## src/rtl/alu_if.sv

```systemverilog
// Operand/opcode bus into the execute-stage ALU and its registered result/flags back out.
// master drives operands and opcode; slave (the ALU) drives result and flags.
interface aluIf;
    logic [31:0] srcA;
    logic [31:0] srcB;
    logic [2:0]  ALUOp;
    logic [31:0] outC;
    logic [3:0]  ALUsig;

    modport master (
        output srcA,
        output srcB,
        output ALUOp,
        input  outC,
        input  ALUsig
    );

    modport slave (
        input  srcA,
        input  srcB,
        input  ALUOp,
        output outC,
        output ALUsig
    );
endinterface

```

## src/rtl/alu.sv

```systemverilog
// 32-bit MIPS execute-stage ALU: eight ops plus {V,C,N,Z} flags.
// Latency: one clk, result and flags registered together.
// Backpressure: none; a new op is accepted every cycle.
module alu (
    input logic  clk,
    input logic  reset,
    aluIf.slave  bus
);
    localparam logic [2:0] OP_ADD  = 3'd0;
    localparam logic [2:0] OP_SUB  = 3'd1;
    localparam logic [2:0] OP_OR   = 3'd2;
    localparam logic [2:0] OP_AND  = 3'd3;
    localparam logic [2:0] OP_XOR  = 3'd4;
    localparam logic [2:0] OP_SLT  = 3'd5;
    localparam logic [2:0] OP_SLTU = 3'd6;
    localparam logic [2:0] OP_LUI  = 3'd7;

    logic [32:0] sumExt;
    logic [32:0] diffExt;
    logic [31:0] result;
    logic        carryFlag;
    logic        ovfFlag;

    // Extra top bit gives carry-out for ADD and borrow for SUB.
    assign sumExt  = {1'b0, bus.srcA} + {1'b0, bus.srcB};
    assign diffExt = {1'b0, bus.srcA} - {1'b0, bus.srcB};

    always_comb begin
        result    = 32'h0;
        carryFlag = 1'b0;
        ovfFlag   = 1'b0;
        case (bus.ALUOp)
            OP_ADD: begin
                result    = sumExt[31:0];
                carryFlag = sumExt[32];
                ovfFlag   = (bus.srcA[31] == bus.srcB[31]) && (sumExt[31] != bus.srcA[31]);
            end
            OP_SUB: begin
                result    = diffExt[31:0];
                carryFlag = diffExt[32];
                ovfFlag   = (bus.srcA[31] != bus.srcB[31]) && (diffExt[31] != bus.srcA[31]);
            end
            OP_OR:   result = bus.srcA | bus.srcB;
            OP_AND:  result = bus.srcA & bus.srcB;
            OP_XOR:  result = bus.srcA ^ bus.srcB;
            OP_SLT:  result = {31'b0, $signed(bus.srcA) < $signed(bus.srcB)};
            OP_SLTU: result = {31'b0, bus.srcA < bus.srcB};
            OP_LUI:  result = {bus.srcB[15:0], 16'h0000};
            default: result = 32'h0;
        endcase
    end

    always_ff @(posedge clk) begin
        if (reset) begin
            bus.outC   <= 32'h0;
            bus.ALUsig <= 4'h0;
        end else begin
            bus.outC   <= result;
            bus.ALUsig <= {ovfFlag, carryFlag, result[31], result == 32'h0};
        end
    end
endmodule

```

## src/flat_wrapper.sv

```systemverilog
// flat-port wrapper written by rule: the top's interface ports become plain ports
module alu_flat 
  (clk, reset, bus_srcA, bus_srcB, bus_ALUOp, bus_outC, bus_ALUsig);
  aluIf bus_i ();
  input logic clk;
  input logic reset;
  input wire logic [$bits(bus_i.srcA)-1:0] bus_srcA;
  input wire logic [$bits(bus_i.srcB)-1:0] bus_srcB;
  input wire logic [$bits(bus_i.ALUOp)-1:0] bus_ALUOp;
  output wire logic [$bits(bus_i.outC)-1:0] bus_outC;
  output wire logic [$bits(bus_i.ALUsig)-1:0] bus_ALUsig;
  assign bus_i.srcA = bus_srcA;
  assign bus_i.srcB = bus_srcB;
  assign bus_i.ALUOp = bus_ALUOp;
  assign bus_outC = bus_i.outC;
  assign bus_ALUsig = bus_i.ALUsig;
  alu u_core (.clk(clk), .reset(reset), .bus(bus_i));
endmodule
```

## config.mk

```make
export PLATFORM = sky130hd
export DESIGN_NAME = alu_flat
export DESIGN_NICKNAME = d
export VERILOG_FILES = /design/src/rtl/alu_if.sv /design/src/rtl/alu.sv /design/src/flat_wrapper.sv
export SDC_FILE = /design/constraint.sdc
export NUM_CORES = 1
export LEC_CHECK = 0
export CAP_MARGIN = 20
export CORE_ASPECT_RATIO = 0.6
export CORE_UTILIZATION = 60
export CTS_BUF_LIST = sky130_fd_sc_hd__clkbuf_8
export CTS_CLUSTER_DIAMETER = 80
export DETAILED_ROUTE_END_ITERATION = 8
export DONT_BUFFER_PORTS = 1
export GPL_ROUTABILITY_DRIVEN = 0
export MAX_ROUTING_LAYER = met4
export PLACE_DENSITY = 0.8
export SETUP_SLACK_MARGIN = 0.05
export SLEW_MARGIN = 10
export SYNTH_ARGS = -nofsm -noshare
export SYNTH_HDL_FRONTEND = slang
export SYNTH_SLANG_ARGS = --single-unit
```

## constraint.sdc

```tcl
create_clock -name clk -period 7.24 [get_ports clk]
set_clock_uncertainty 0.1 [all_clocks]
set_input_delay 0.724 -clock clk [delete_from_list [all_inputs] [get_ports clk]]
set_output_delay 0.724 -clock clk [all_outputs]
set_load 0.01 [all_outputs]
```

==> results by group <==
Outcome
  • Status: complete, but fails checks
  • Failing checks: DRC

Clock tree
  • CTS H-tree lvls: 2
  • Sink Count: 35
  • Cts hold-fix bufs: 0
  • Clock Tree Buf Depth: 2
  • Root buffer cell: clkbuf_8
  • CTS Buf Count: 5
  • Setup bufs post-CTS: 0
  • Post-CTS sizing: 0
  • Clock-pin slew on the worst setup and hold paths: 0.07 ns
  • CTS tree: built

Global routing
  • Initial antenna violation count: 0
  • GR Util met3: between 20% and 30%
  • Met2 Usage GRT: between 40% and 50%
  • Vias in the first global route: roughly 6600
  • Most Crowded Layer GR: met1
  • Pin count of the biggest net entering global routing: 73
  • Routing usage on met1: 56.78%
  • First-pass GRT wire length: ~37000 um
  • Remaining Overflow, GRT: 0
  • GRT Overall Usage: 41.37%

Timing
  • Fin. max-slew vios: 0
  • Min cycle time layout: between 4 and 5 ns
  • Final worst path period share: between 60% and 70%
  • Hold_ws: ~0.40 ns
  • Max Clock Freq: between 200 and 250 MHz
  • Post-Route Setup TNS: 0 ns
  • Worst setup margin: ~2.8 ns
  • Worst slew pin tran: 1.066 ns
  • Final Hold Viols: 0
  • Final setup viols: 0
  • RSZ-0062 raised after global routing: false
  • Slew HR: 28.84%

Logic synthesis
  • Area leader, netlist: ha_1
  • Mux share of post-synthesis cell area: 2.006%
  • Post-synthesis cell count: just under 1000
  • Yosys reg bits: 35
  • Largest family of logic cells by synthesized area: compound AO/OA/AOI/OAI gates
  • Top FF cell, synth: dfxtp_1
  • Synthesized cell area: between 6000 and 7000 um^2
  • Post-synthesis adder-cell area fraction: between 10% and 20%
  • Syn Area/Cell: around 6.7 um^2
  • Simple-gate share of the synthesized area: 23.10%
  • Syn nets: about 1200
  • Synth area leaders: ha_1 18%, dfxtp_1 10%, a21oi_1 7.8%
  • Asr flop ratio synth: 0%
  • Synth Area in Compound Gates: 34.83%
  • Most frequent cells after synthesis: 122 x nor2_1, 104 x a21oi_1, 96 x ha_1
  • Post-synth top area share: 18.00%
  • Post-synth EDFFs: 0
  • Post-synthesis sequential area ratio: a little over a tenth
  • Count of different cell masters after synthesis: just over 80
  • Cell with the most instances after synthesis: nor2_1
  • Synth Area in XOR/XNOR: under 10%
  • Warnings from Yosys: 0

Floorplan
  • Die height: ~84 um
  • # rows: 29
  • Initial Util: around 62%
  • Die area: approximately 12000 um^2
  • Core Region: between 10000 and 15000 um^2
  • Ports: 105
  • Die X: about 140 um

Worst setup path
  • Critical path arrival: about 4.5 ns
  • Highest fanout seen on the critical path: 5
  • Crit end category: flip-flop
  • Startpoint type of the worst setup path: input port
  • Critical path class: in -> reg
  • CP Data Required Time: 7.36 ns

Power
  • Gate power share: 57.2%
  • Pwr Density: roughly 130 nW/um^2
  • Clk pwr share: 17.2%
  • Pint: ~0.47 mW
  • Worst vdd ir: 0.08551 mV
  • Leak: about 3.0 nW
  • Total power: 0.8837 mW
  • Sw power: around 0.41 mW
  • Sequential power share: approximately 26%
  • Net Sw Frac: 46.85%

Detailed routing
  • Detailed Route Iter0 Violations: 1575
  • WL/cell: roughly 22 um
  • Vias/cell: about 7
  • Post-DRT Antenna Nets: 0
  • Routed WL: ~24000 um
  • Via Count: around 7700
  • Drt pass-1 iters: 9
  • DRC viols: 110

Final layout
  • Fillers: about 1000
  • Share of cells above drive strength 1: roughly 4.5%
  • Nets: about 1100
  • Area delta synth->final: 1.125%

Place
  • Post-place setup slack: 2.719 ns
  • IO Port Bufs: 0
  • DPL Wire Length: approximately 19000 um

Min path
  • Hold/Removal Path Class: in -> reg

Run
  • Max-Cap Viols: 0
[metrics by stage]
stage / util, % / cell area [um^2] / cells
floorplan: - / 6674 / 991
global placement: 62.03 / 6640 / 1073
detailed placement: 62.03 / 6640 / 1073
CTS: 63.00 / 6744 / 1081
global route: 63.00 / 6744 / 1081
finish: 63.05 / 6749 / 1083
[worst paths after layout]
path         from              endpoint  cells past startpoint
max   bus_srcA[1]  u_core.bus.ALUsig[0]                     13
min         reset    u_core.bus.outC[1]                      1
[per-layer routing]
| layer | wire length (um) | up-vias |
|---|---|---|
| met2 | 7823 | 725 |
| li1 | - | 3454 |
| met3 | 5331 | 71 |
| met5 | 0 | - |
| met1 | 9948 | 3441 |
| met4 | 686 | 0 |
[worst max-delay path, stage by stage]
cell	delay, ns
inv_1	0.07
ha_1	0.34
nor2_1	0.07
o311ai_1	0.44
a31oi_1	0.31
a2111oi_1	0.93
nor3_1	0.17
o21ai_1	0.39
mux2i_1	0.24
o21bai_1	0.14
nor4b_1	0.37
nand4_1	0.15
nor3b_2	0.18
[power by group through the flow]
stage | registers (mW) | clock network, mW | logic, mW
5_1_grt | 0.228 | 0.162 | 0.537
3_5_place_dp | 0.231 | 0 | 0.468
6_report | 0.227 | 0.152 | 0.505
2_1_floorplan | 0.229 | 0 | 0.365
3_3_place_gp | 0.231 | 0 | 0.463
4_1_cts | 0.227 | 0.155 | 0.470
[flip-flops by register name, indices dropped and copies added, names as in the netlist]
| signal | flops |
|---|---|
| u_core.bus.ALUsig | 4 |
| u_core.bus.outC | 31 |
[placed cells by master (no fill, tap or decap), types with 4 or more instances in the layout]
cell       count
nand2_1       72
a21o_1         8
dfxtp_1       35
a2111oi_0      4
o21bai_1       9
nand4_1       10
o41ai_1        4
a221oi_1      10
and4_1         4
a21boi_0       4
a21oi_1      104
o211a_1        6
mux2i_1       10
xor2_1         4
o21a_1         8
a221o_1        4
inv_1         90
nor3b_1        4
xnor2_1       11
o31a_1         5
and2_1        11
nand2b_1      18
a31oi_1       14
o21ai_0       66
o211ai_1      10
nor4_1         6
o31ai_1        9
nor3_1        24
nand3_1       21
or2_2          5
nor2b_1       11
a211oi_1      15
buf_4          5
clkbuf_8       7
nor2_1       121
o22ai_1       13
a22oi_1       10
ha_1          96
[cells by family after synthesis]
family / after synthesis
compound gates: 348
simple gates: 326
buf+inv: 156
fa+ha+maj: 98
flops: 35
xor+xnor: 15
mux: 13
[layout make-up]
cell class	instances	area, um^2	area share (%)
multi-input combinational	800	5375	79.64
sequential	35	700.7	10.38
inverter	94	352.8	5.228
tap	139	173.9	2.577
clock buffer	7	96.34	1.428
timing repair buffer	5	37.54	0.5562
clock inverter	1	7.507	0.1112
antenna	2	5.005	0.07416
No activity file was read; power rests on OpenSTA's default activity.
